==> src/rtl/i2s_tx_48k_pkg.sv <==
// Shared types and helpers for the i2s_tx_48k output stage.
package i2s_tx_48k_pkg;

  localparam int I2S_BITS_PER_FRAME = 64;
  localparam int I2S_MAX_W          = 24;

  typedef enum logic {
    IDLE = 1'b0,
    RUN  = 1'b1
  } i2s_state_t;

  // Widest legal sample. A W-bit sample is carried in its low W bits.
  typedef logic signed [I2S_MAX_W-1:0] sample_t;

  // Moves a W-bit sample held in the low bits of sample_t so that its MSB
  // lands on bit 31 of a 32-bit slot, with zero padding below the LSB.
  function automatic logic [31:0] left_align(input sample_t s, input int unsigned width);
    logic [31:0] slot;
    slot = {s, 8'h00};
    return slot << (I2S_MAX_W - width);
  endfunction

  // Serial bit for bit_cnt = n. Slot bit k=(n-1) mod 32 maps to slot[31-k],
  // so n=1 gives the MSB and n=0 gives the final (always zero) pad bit.
  function automatic logic slot_bit(input logic [31:0] slot, input logic [5:0] n);
    logic [4:0] k;
    k = n[4:0] - 5'd1;
    return slot[~k];
  endfunction

endpackage

==> src/rtl/i2s_tx_48k_if.sv <==
// Sample input, flag control and I2S output bundle for i2s_tx_48k.
interface i2s_tx_48k_if #(
  parameter int W     = 16,
  parameter int DEPTH = 4
);
  localparam int LW = $clog2(DEPTH) + 1;

  logic                 en;
  logic signed [W-1:0]  in;
  logic                 clr;
  logic                 bclk;
  logic                 lrck;
  logic                 sdat;
  logic                 ovf;
  logic                 udf;
  logic [LW-1:0]        level;

  // Sample source / flag owner side.
  modport master (
    output en, in, clr,
    input  bclk, lrck, sdat, ovf, udf, level
  );

  // Transmitter side.
  modport slave (
    input  en, in, clr,
    output bclk, lrck, sdat, ovf, udf, level
  );
endinterface

==> src/rtl/i2s_tx_48k_sync_fifo.sv <==
// Single-clock FIFO with show-ahead read data. A write to a full FIFO is
// accepted only when a read in the same cycle frees a slot.
module sync_fifo #(
  parameter int W     = 16,
  parameter int DEPTH = 4
) (
  input  logic                     clk,
  input  logic                     rst_n,
  input  logic                     wr,
  input  logic [W-1:0]             wr_data,
  input  logic                     rd,
  output logic [W-1:0]             rd_data,
  output logic                     full,
  output logic                     empty,
  output logic [$clog2(DEPTH):0]   level
);
  localparam int AW = $clog2(DEPTH);
  localparam int LW = AW + 1;

  logic [W-1:0]  mem_q [DEPTH];
  logic [AW-1:0] wr_ptr_q, wr_ptr_d;
  logic [AW-1:0] rd_ptr_q, rd_ptr_d;
  logic [LW-1:0] level_q, level_d;
  logic          wr_ok, rd_ok;

  assign full    = (level_q == LW'(DEPTH));
  assign empty   = (level_q == '0);
  assign level   = level_q;
  assign rd_data = mem_q[rd_ptr_q];

  // Accept/pop decisions and next pointer/occupancy values.
  always_comb begin
    // NOTE: every always_comb output gets a default first so no path can infer a latch.
    wr_ptr_d = wr_ptr_q;
    rd_ptr_d = rd_ptr_q;
    rd_ok    = rd && !empty;
    wr_ok    = wr && (!full || rd_ok);
    if (wr_ok) wr_ptr_d = wr_ptr_q + AW'(1);
    if (rd_ok) rd_ptr_d = rd_ptr_q + AW'(1);
    level_d  = level_q + LW'(wr_ok) - LW'(rd_ok);
  end

  // Pointer and occupancy registers; reset empties the FIFO.
  always_ff @(posedge clk or negedge rst_n) begin
    // NOTE: non-blocking assignments so every flop samples pre-edge values.
    if (!rst_n) begin
      wr_ptr_q <= '0;
      rd_ptr_q <= '0;
      level_q  <= '0;
    end else begin
      wr_ptr_q <= wr_ptr_d;
      rd_ptr_q <= rd_ptr_d;
      level_q  <= level_d;
    end
  end

  // Storage array.
  always_ff @(posedge clk) begin
    // NOTE: storage has no reset; the pointers alone define which words are valid.
    if (wr_ok) mem_q[wr_ptr_q] <= wr_data;
  end

endmodule

==> src/rtl/i2s_tx_48k.sv <==
// Mono-to-I2S transmitter locked to 48 kHz frames (64 bclk) from a
// 28.224 MHz clock. Each sample is sent on both left and right slots.
// Optional build macro I2S_TX_UNDERRUN_REPEAT_EN: when defined an underrun
// repeats the previous word; otherwise an underrun sends zeros.
module i2s_tx_48k
  import i2s_tx_48k_pkg::*;
#(
  parameter int W     = 16,
  parameter int DEPTH = 4,
  parameter int PRIME = 2,
  parameter int NUM   = 32,
  parameter int DEN   = 147
) (
  input  logic         clk,
  input  logic         rst_n,
  i2s_tx_48k_if.slave  bus
);
  localparam int LW = $clog2(DEPTH) + 1;

  i2s_state_t    state_q, state_d;
  logic [7:0]    acc_q, acc_d;
  logic          bclk_q, bclk_d;
  logic          lrck_q, lrck_d;
  logic          sdat_q, sdat_d;
  logic [5:0]    bit_cnt_q, bit_cnt_d;
  logic          started_q, started_d;
  logic [W-1:0]  word_q, word_d;
  logic          ovf_q, ovf_d;
  logic          udf_q, udf_d;

  logic [8:0]    acc_sum;
  logic          half_edge;
  logic          udf_set;
  logic          ovf_set;
  logic          fifo_rd;
  logic [W-1:0]  fifo_rd_data;
  logic          fifo_full;
  logic          fifo_empty;
  logic [LW-1:0] fifo_level;

  sync_fifo #(
    .W     (W),
    .DEPTH (DEPTH)
  ) u_fifo (
    .clk     (clk),
    .rst_n   (rst_n),
    .wr      (bus.en),
    .wr_data (bus.in),
    .rd      (fifo_rd),
    .rd_data (fifo_rd_data),
    .full    (fifo_full),
    .empty   (fifo_empty),
    .level   (fifo_level)
  );

  // Start-up FSM, fractional edge generator, bit counter and serializer.
  always_comb begin
    state_d   = state_q;
    acc_d     = acc_q;
    bclk_d    = bclk_q;
    lrck_d    = lrck_q;
    sdat_d    = sdat_q;
    bit_cnt_d = bit_cnt_q;
    started_d = started_q;
    word_d    = word_q;
    fifo_rd   = 1'b0;
    udf_set   = 1'b0;
    half_edge = 1'b0;
    acc_sum   = {1'b0, acc_q} + 9'(NUM);

    case (state_q)
      IDLE: begin
        if (fifo_level >= LW'(PRIME)) state_d = RUN;
      end
      RUN: begin
        if (acc_sum >= 9'(DEN)) begin
          acc_d     = 8'(acc_sum - 9'(DEN));
          half_edge = 1'b1;
        end else begin
          acc_d = acc_sum[7:0];
        end
        if (half_edge) begin
          bclk_d = !bclk_q;
          if (bclk_q) begin
            // Falling edge: the very first one after RUN entry is a frame start.
            started_d = 1'b1;
            bit_cnt_d = started_q ? bit_cnt_q + 6'd1 : 6'd0;
            if (bit_cnt_d == 6'd0) begin
              fifo_rd = 1'b1;
              if (fifo_empty) begin
                udf_set = 1'b1;
`ifdef I2S_TX_UNDERRUN_REPEAT_EN
                word_d  = word_q;
`else
                word_d  = '0;
`endif
              end else begin
                word_d = fifo_rd_data;
              end
            end
            lrck_d = bit_cnt_d[5];
            sdat_d = slot_bit(left_align(sample_t'(word_d), W), bit_cnt_d);
          end
        end
      end
      default: state_d = IDLE;
    endcase

    // A full FIFO only takes a write when this cycle's frame-start pop frees a slot.
    ovf_set = bus.en && fifo_full && !fifo_rd;
    ovf_d   = ovf_set ? 1'b1 : (bus.clr ? 1'b0 : ovf_q);
    udf_d   = udf_set ? 1'b1 : (bus.clr ? 1'b0 : udf_q);
  end

  // State registers; reset returns everything to IDLE values at once.
  always_ff @(posedge clk or negedge rst_n) begin
    if (!rst_n) begin
      state_q   <= IDLE;
      acc_q     <= '0;
      bclk_q    <= 1'b0;
      lrck_q    <= 1'b0;
      sdat_q    <= 1'b0;
      bit_cnt_q <= '0;
      started_q <= 1'b0;
      word_q    <= '0;
      ovf_q     <= 1'b0;
      udf_q     <= 1'b0;
    end else begin
      state_q   <= state_d;
      acc_q     <= acc_d;
      bclk_q    <= bclk_d;
      lrck_q    <= lrck_d;
      sdat_q    <= sdat_d;
      bit_cnt_q <= bit_cnt_d;
      started_q <= started_d;
      word_q    <= word_d;
      ovf_q     <= ovf_d;
      udf_q     <= udf_d;
    end
  end

  assign bus.bclk  = bclk_q;
  assign bus.lrck  = lrck_q;
  assign bus.sdat  = sdat_q;
  assign bus.ovf   = ovf_q;
  assign bus.udf   = udf_q;
  assign bus.level = fifo_level;

endmodule

==> src/flat_wrapper.sv <==
// flat-port wrapper written by rule: the top's interface ports become plain ports
module i2s_tx_48k_flat import i2s_tx_48k_pkg::*;
#(
  parameter int W     = 16,
  parameter int DEPTH = 4,
  parameter int PRIME = 2,
  parameter int NUM   = 32,
  parameter int DEN   = 147
)
  (clk, rst_n, bus_en, bus_in, bus_clr, bus_bclk, bus_lrck, bus_sdat, bus_ovf, bus_udf, bus_level);
  i2s_tx_48k_if #(.W(W), .DEPTH(DEPTH)) bus_i ();
  input  logic clk;
  input  logic rst_n;
  input wire logic [$bits(bus_i.en)-1:0] bus_en;
  input wire logic [$bits(bus_i.in)-1:0] bus_in;
  input wire logic [$bits(bus_i.clr)-1:0] bus_clr;
  output wire logic [$bits(bus_i.bclk)-1:0] bus_bclk;
  output wire logic [$bits(bus_i.lrck)-1:0] bus_lrck;
  output wire logic [$bits(bus_i.sdat)-1:0] bus_sdat;
  output wire logic [$bits(bus_i.ovf)-1:0] bus_ovf;
  output wire logic [$bits(bus_i.udf)-1:0] bus_udf;
  output wire logic [$bits(bus_i.level)-1:0] bus_level;
  assign bus_i.en = bus_en;
  assign bus_i.in = bus_in;
  assign bus_i.clr = bus_clr;
  assign bus_bclk = bus_i.bclk;
  assign bus_lrck = bus_i.lrck;
  assign bus_sdat = bus_i.sdat;
  assign bus_ovf = bus_i.ovf;
  assign bus_udf = bus_i.udf;
  assign bus_level = bus_i.level;
  i2s_tx_48k #(.W(W), .DEPTH(DEPTH), .PRIME(PRIME), .NUM(NUM), .DEN(DEN)) u_core (.clk(clk), .rst_n(rst_n), .bus(bus_i));
endmodule
==> config.mk <==
export PLATFORM = sky130hd
export DESIGN_NAME = i2s_tx_48k_flat
export DESIGN_NICKNAME = d
export VERILOG_FILES = /design/src/rtl/i2s_tx_48k_pkg.sv /design/src/rtl/i2s_tx_48k_if.sv /design/src/rtl/i2s_tx_48k_sync_fifo.sv /design/src/rtl/i2s_tx_48k.sv /design/src/flat_wrapper.sv
export SDC_FILE = /design/constraint.sdc
export NUM_CORES = 1
export LEC_CHECK = 0
export ABC_CLOCK_PERIOD_IN_PS = 3840
export CORE_ASPECT_RATIO = 0.75
export CORE_UTILIZATION = 45
export CTS_CLUSTER_SIZE = 24
export DETAILED_ROUTE_END_ITERATION = 10
export GPL_ROUTABILITY_DRIVEN = 0
export PLACE_DENSITY = 0.69
export REMOVE_ABC_BUFFERS = 1
export SLEW_MARGIN = 20
export SYNTH_ARGS = -nofsm -noshare
export SYNTH_HDL_FRONTEND = slang
export SYNTH_SLANG_ARGS = --single-unit
==> constraint.sdc <==
create_clock -name clk -period 3.84 [get_ports clk]
set_input_delay 0.768 -clock clk [delete_from_list [all_inputs] [get_ports clk]]
set_output_delay 0.768 -clock clk [all_outputs]
set_load 0.005 [all_outputs]
# Yosys cells after proc, flatten, opt, wreduce, memory -nomap -nowiden
# Memory sizes are Yosys's and may differ from the RTL's.
# Cells that the tools add are included.
op_classes:
  addsub: 8
  magnitude_cmp: 3
  eq_ne: 1
  n_mux: 27
  n_bitwise: 1
  reduce_logical: 15
op_table:
  columns: ["op", "n"]
  rows:
  - ["2-to-1 mux 16 bit", 5]
  - ["2-to-1 mux 1 bit", 19]
  - ["adder 8 x 6 -> 9 bit, second input constant", 1]
  - [">= comparator 9 x 8 -> 1 bit, second input constant", 1]
  - ["2-to-1 mux 8 bit", 1]
  - ["subtractor 8 bit, second input constant", 1]
  - ["adder 6 x 1 -> 6 bit, second input constant", 1]
  - ["logical NOT 6 bit", 1]
  - ["less-than comparator 5 x 6 -> 1 bit, second input constant", 1]
  - ["2-to-1 mux 6 bit", 1]
  - ["binary-select mux 1 bit (select 5 bit)", 1]
  - ["NOT 5 bit", 1]
  - ["subtractor 5 x 1 -> 5 bit, second input constant", 1]
  - ["adder 2 x 1 -> 2 bit, second input constant", 2]
  - ["logical AND 1 bit", 4]
  - ["logical NOT 1 bit", 4]
  - ["nonzero test 2 bit", 2]
  - ["adder 3 x 1 -> 3 bit", 1]
  - ["equality test 3 bit, second input constant", 1]
  - [">= comparator 3 x 2 -> 1 bit, second input constant", 1]
  - ["logical NOT 3 bit", 1]
  - ["AND reduction 3 bit", 1]
  - ["subtractor 3 x 1 -> 3 bit", 1]
  - ["AND reduction 2 bit", 1]
  - ["logical OR 1 bit", 1]
word_totals:
  regBits: 44
  ram_bits: 64
  input_bits: 20
  out_inout_bits: 8
  word_cells: 69
  n_memories: 1
memory_table:
  columns: ["memory", "depth", "width", "read_ports", "rd_clocked_by_memory_dff", "wr", "line_no", "source"]
  rows:
  - ["u_core.u_fifo.mem_q", 4, 16, 1, 0, 1, "i2s_tx_48k_sync_fifo.sv:20", "logic [W-1:0] mem_q [DEPTH];"]

# Longest topological paths before layout
depth:
  depth_word: 12
  depth_mapped: 13
  ltp_nobuf: 13

# Cells and area by module
# Synthesis repeated with hierarchy kept, for this count alone.
unflattened:
  cells_unflattened: 341
  area_unflattened_um2: 4874.7
by_module_without_submodules:
  columns: ["module", "instances", "cells_per_inst", "area_per_inst_um2", "seq_area_each_um2"]
  rows:
  - ["sync_fifo", 1, 119, 2742.6, 2097.0]
  - ["i2s_tx_48k", 1, 222, 2132.0, 900.9]

# Worst setup path after synthesis
# OpenSTA, ideal clock, no wires.
synth_timing:
  path_type: "register to register"
  startpoint: "register u_core.acc_q[5]"
  endpoint: "register u_core.u_fifo.level_q[2], in the netlist u_core.u_fifo.level[2]"
  setup_ns: 0.123
  arrival_time_ns: 2.964
  required_time_ns: 3.717
  slack_ns: 0.754
  path_stages_with_launch: 14
  n_path_buf: 0
  period_less_slack_ns: 3.086
  cell_sequence: "dfrtp_1 > ha_1 > nand4b_1 > o31ai_1 > o21a_1 > and3_1 > nand2_1 > a31oi_4 > inv_1 > ha_1 > inv_1 > ha_1 > fa_1 > xnor2_1"
synth_between:
  elab_chain_cells: 11
synth_rtl:
  columns: ["item", "line_no", "source"]
  rows:
  - ["from (decl)", "i2s_tx_48k.sv:21", "logic [7:0] acc_q, acc_d;"]
  - ["from (signal assigned)", "i2s_tx_48k.sv:119", "acc_q <= '0;"]
  - ["from (signal assigned)", "i2s_tx_48k.sv:130", "acc_q <= acc_d;"]
  - ["adder 8 x 6 -> 9 bit (*)", "i2s_tx_48k.sv:69", "acc_sum = {1'b0, acc_q} + 9'(NUM);"]
  - [">= comparator 9 x 8 -> 1 bit (*)", "i2s_tx_48k.sv:76", "if (acc_sum >= 9'(DEN)) begin"]
  - ["2-to-1 mux 1 bit (*)", "i2s_tx_48k.sv:76", null]
  - ["2-to-1 mux 1 bit (*)", "i2s_tx_48k.sv:71", "case (state_q)"]
  - ["2-to-1 mux 1 bit (*)", "i2s_tx_48k.sv:82", "if (half_edge) begin"]
  - ["2-to-1 mux 1 bit (*)", "i2s_tx_48k.sv:71", null]
  - ["logical AND 1 bit (*)", "i2s_tx_48k_sync_fifo.sv:36", "rd_ok = rd && !empty;"]
  - ["logical OR 1 bit", "i2s_tx_48k_sync_fifo.sv:37", "wr_ok = wr && (!full || rd_ok);"]
  - ["logical AND 1 bit", "i2s_tx_48k_sync_fifo.sv:37", null]
  - ["adder 3 x 1 -> 3 bit", "i2s_tx_48k_sync_fifo.sv:40", "level_d = level_q + LW'(wr_ok) - LW'(rd_ok);"]
  - ["subtractor 3 x 1 -> 3 bit (*)", "i2s_tx_48k_sync_fifo.sv:40", null]
  - ["net u_core.u_fifo.level_d[2]", "i2s_tx_48k_sync_fifo.sv:23", "logic [LW-1:0] level_q, level_d;"]
  - ["to (signal assigned)", "i2s_tx_48k_sync_fifo.sv:53", "level_q <= level_d;"]
  - ["to (decl)", "i2s_tx_48k_sync_fifo.sv:23", null]
# Mark *: on every way through the listed nets, which the timed path passes. The rest lies on a longest branch. The select of a mux whose other input is x is not followed.
# A chain may end at the register's enable or synchronous reset.

# Final worst setup path
layout_timing:
  startpoint: "register u_core.bit_cnt_q[0]"
  endpoint: "register u_core.u_fifo.level_q[2], in the netlist u_core.u_fifo.level[2]"
layout_between:
  elab_chain_cells: 12
layout_rtl:
  columns: ["item", "line_no", "source"]
  rows:
  - ["from (decl)", "i2s_tx_48k.sv:25", "logic [5:0] bit_cnt_q, bit_cnt_d;"]
  - ["from (signal assigned)", "i2s_tx_48k.sv:134", "bit_cnt_q <= bit_cnt_d;"]
  - ["adder 6 x 1 -> 6 bit (*)", "i2s_tx_48k.sv:87", "bit_cnt_d = started_q ? bit_cnt_q + 6'd1 : 6'd0;"]
  - ["2-to-1 mux 6 bit (*)", "i2s_tx_48k.sv:87", null]
  - ["logical NOT 6 bit (*)", "i2s_tx_48k.sv:88", "if (bit_cnt_d == 6'd0) begin"]
  - ["2-to-1 mux 1 bit (*)", "i2s_tx_48k.sv:88", null]
  - ["2-to-1 mux 1 bit (*)", "i2s_tx_48k.sv:84", "if (bclk_q) begin"]
  - ["2-to-1 mux 1 bit (*)", "i2s_tx_48k.sv:82", null]
  - ["2-to-1 mux 1 bit (*)", "i2s_tx_48k.sv:71", null]
  - ["logical AND 1 bit (*)", "i2s_tx_48k_sync_fifo.sv:36", null]
  - ["logical OR 1 bit", "i2s_tx_48k_sync_fifo.sv:37", null]
  - ["logical AND 1 bit", "i2s_tx_48k_sync_fifo.sv:37", null]
  - ["adder 3 x 1 -> 3 bit", "i2s_tx_48k_sync_fifo.sv:40", null]
  - ["subtractor 3 x 1 -> 3 bit (*)", "i2s_tx_48k_sync_fifo.sv:40", null]
  - ["net u_core.u_fifo.level_d[2]", "i2s_tx_48k_sync_fifo.sv:23", null]
# Mark *: on every way through the listed nets, which the timed path passes. The rest lies on a longest branch.

==> flow_summary_export.csv <==
group,metric,value,unit
timing,setup_violations,0,
clocking,cts_root_buffer,"clkbuf_16",
placement,dp_hpwl,5800,um
logic_synthesis,synth-seq-cells,107,
logic_synthesis,synthCells,342,
floorplan,start_util,46.7,%
logic_synthesis,synth-xor-area-share,2.87,%
timing,report.final.slew_viol_count,0,
worst_setup_path,worstPathRequired,4.07,ns
power_and_ir_drop,vdd_ir_drop_max,0.298,mV
placement,portBuffers,27,
clocking,clock-sinks,107,
worst_setup_path,ff2ff_setup_slack,0.33,ns
logic_synthesis,synth_adder_area_share,3.26,%
floorplan,die_y,91.8,um
timing,min_period,3.51,ns
routing,detail-route-antenna-nets,0,
timing,rsz0062_at_grt,"false",
global_routing,grt_pass1_vias,2849,
logic_synthesis,synth-simple-area-share,9.26,%
worst_setup_path,critPathSlowestCell,"dfrtp_1",
routing,routed_wl,8830,um
finish,fin_area,5580,um2
worst_setup_path,crit_type,"reg -> reg",
clocking,ctsResizeCount,0,
worst_setup_path,path_cells,"ha_1 -> nor2b_1 -> a21o_1 -> nand3_1 -> nor2_1 -> nand2_1 -> a31oi_4 -> inv_1 -> ha_1 -> inv_1 -> ha_1 -> fa_1 -> xnor2_1",
worst_setup_path,cpPeakStageDelay,0.61,ns
timing,fmax,285,MHz
clocking,post_cts_buffers,0,
finish,drive_above_1_share,14.7,%
clocking,clkTransAtPathRegs,0.07,ns
logic_synthesis,synth_top_family_by_area,"multiplexers",
floorplan,rows,32,
finish,syn_to_final_growth,15.2,%
logic_synthesis,synth_area,4840,um2
routing,via_count,2828,
logic_synthesis,synth_edf_count,64,
logic_synthesis,synth-compound-area-share,8.40,%
worst_hold_path,holdCritPathClass,"in -> async",
logic_synthesis,yosysMostFrequentCell,"edfxtp_1",
logic_synthesis,synth_commonest_cells,"edfxtp_1 (64), dfrtp_1 (43), nand2_1 (40), o21ai_0 (19), mux4_2 (17)",
worst_setup_path,critPathBufInv,2,
worst_setup_path,cp_max_fo,13,
power_and_ir_drop,p_leak,0.00216,uW
logic_synthesis,ys_types,50,
timing,maxSlewHeadroom,62.4,%
logic_synthesis,synth_async_sr_flop_share,40.2,%
timing,finalHoldViolCount,0,
global_routing,grt_pass1_wl,14600,um
routing,vias_per_cell,5.46,
clocking,cts-hold-fix-buffers,0,
global_routing,antenna_found_initial,0,
logic_synthesis,ys_top_cells_by_area,"edfxtp_1 (40%), dfrtp_1 (22%), mux4_2 (7.9%), nand2_1 (3.1%), ha_1 (2.8%)",
finish,final_nets,409,
timing,fin_worst_skew,0.00909,ns
power_and_ir_drop,powerDensity,557,nW/um2
clocking,clock_path_buffers,2,
job,drv_cap,0,
worst_setup_path,crit_family,"adder cells",
worst_setup_path,arrival,3.74,ns
floorplan,coreArea,10400,um2
worst_setup_path,startpoint_type,"register",
placement,dpl_cell_area,5280,um2
global_routing,grt_overflow,0,
floorplan,design.die.area,11200,um2
routing,first_iter_violations,214,
floorplan,pin_count,28,
finish,diodes,0,
logic_synthesis,synthDominantCellAreaShare,39.7,%
logic_synthesis,ys_seq_area_share,61.9,%
clocking,cts_tree,"built",
worst_setup_path,critPathMostFrequentCell,"ha_1",
timing,worst_slew_pin_slew,0.563,ns
timing,fin_tns_setup,0,ns
routing,drc,0,
global_routing,gr-usage-all-layers,17.7,%
floorplan,die_w,122,um
routing,dr.pass1.iters,4,
logic_synthesis,yosys_most_used_dff,"edfxtp_1",
routing,wl_per_cell,17.0,um
logic_synthesis,ys_warn_count,0,
global_routing,grt_max_degree,44,
clocking,cts_buffers,9,
logic_synthesis,synth_top_area_cell,"edfxtp_1",
clocking,clock_latency,0.35,ns
worst_setup_path,end_kind,"register",
clocking,htreeDepth,3,
logic_synthesis,synthMuxAreaShare,11.9,%
finish,fill_cells,859,
logic_synthesis,syn_avg_cell_area,14.2,um2
timing,min_period_over_period,91.3,%
outcome,outcome,"complete, no violations",
-- metal layers --
| metal | global-route usage (%) | part of all wire (%) | vias to the layer above |
|---|---|---|---|
| met4 | 6.38 | 1.5 | 0 |
| met3 | 5.04 | 4.3 | 10 |
| met2 | 25.8 | 46 | 55 |
| met1 | 25.0 | 49 | 1421 |
| met5 | 0 | 0 | - |
| li1 | - | - | 1342 |
-- per-stage QoR --
| stage | setup WS [ns] | total power, uW | instances | hold WS [ns] | utilization [%] |
|---|---|---|---|---|---|
| after floorplan | 0.262 | 1990 | 330 | 0.441 | - |
| after global placement | 0.477 | 2240 | 502 | 0.463 | 50.9 |
| after detailed placement | 0.379 | 2260 | 502 | 0.470 | 50.9 |
| after CTS | 0.346 | 3150 | 518 | 0.486 | 53.8 |
| after global routing | 0.0752 | 3280 | 518 | 0.454 | 53.8 |
| final | 0.334 | 3110 | 518 | 0.411 | 53.8 |
-- registers in the layout, indices dropped and copies added (netlist names) --
register	count
u_core.acc_q	8
u_core.word_q	16
u_core.u_fifo.level	3
u_core.bus.bclk	1
u_core.started_q	1
u_core.bus.udf	1
u_core.bus.sdat	1
u_core.u_fifo.wr_ptr_q	2
u_core.u_fifo.rd_ptr_q	2
u_core.u_fifo.mem_q	64
u_core.bit_cnt_q	6
u_core.state_q	1
u_core.bus.ovf	1
-- layout by cell type, fill, tap and decap left out, drive strengths merged, types with 3 or more instances in the layout --
master,instances
nand2b,4
edfxtp,64
mux2,10
buf,10
and3,4
nor3,8
xor2,6
ha,11
o311ai,3
a21oi,10
o21a,3
nor2b,3
nand3,4
xnor2,9
nor2,12
inv,15
clkbuf,11
and2,12
clkdlybuf4s50,26
mux4,19
clkinv,3
dfrtp,43
nand2,40
o21ai,20
-- area by class of cell --
class                   instances  area [um2]  share of cell area, %
multi-input cells             208        1730                   30.9
flip-flops and latches        107        3000                   53.8
repair buffers                 36         335                   6.01
inverters                      15        56.3                   1.01
clock inverters                 5        48.8                  0.875
clock buffers                  11         243                   4.35
well taps                     136         170                   3.05
-- report_power, final --
part | total, uW | internal (uW) | switching, uW
registers | 1560 | 1470 | 99.0
logic | 656 | 323 | 333
clock network | 888 | 467 | 421
total | 3110 | 2260 | 853
-- logic make-up (layout without fill, tap and decap cells) --
family / Yosys count / after routing
mux: 30 / 30
fa+ha+maj: 12 / 12
flops: 107 / 107
simple gates: 94 / 94
xor+xnor: 15 / 15
compound gates: 57 / 57
buf+inv: 27 / 67
-- worst reg2reg max path: stages (launching register included) --
cell and delay [ns]:
dfrtp_1 0.61, ha_1 0.33, nor2b_1 0.30, a21o_1 0.21, nand3_1 0.14, nor2_1 0.28, nand2_1 0.17, a31oi_4 0.30
inv_1 0.07, ha_1 0.27, inv_1 0.04, ha_1 0.18, fa_1 0.37, xnor2_1 0.13
-- path summary, 6_finish.rpt --
| path | from | cells past startpoint | to |
|---|---|---|---|
| max in group asynchronous | rst_n | 1 | u_core.word_q[15] |
| setup reg to reg | u_core.bit_cnt_q[0] | 13 | u_core.u_fifo.level[2] |
| min in group clk | u_core.word_q[12] | 2 | u_core.word_q[12] |
| hold / removal | rst_n | 1 | u_core.acc_q[0] |
| hold reg to reg | u_core.word_q[12] | 2 | u_core.word_q[12] |
| setup / recovery | u_core.bit_cnt_q[0] | 13 | u_core.u_fifo.level[2] |
(Power assumes the default switching activity.)
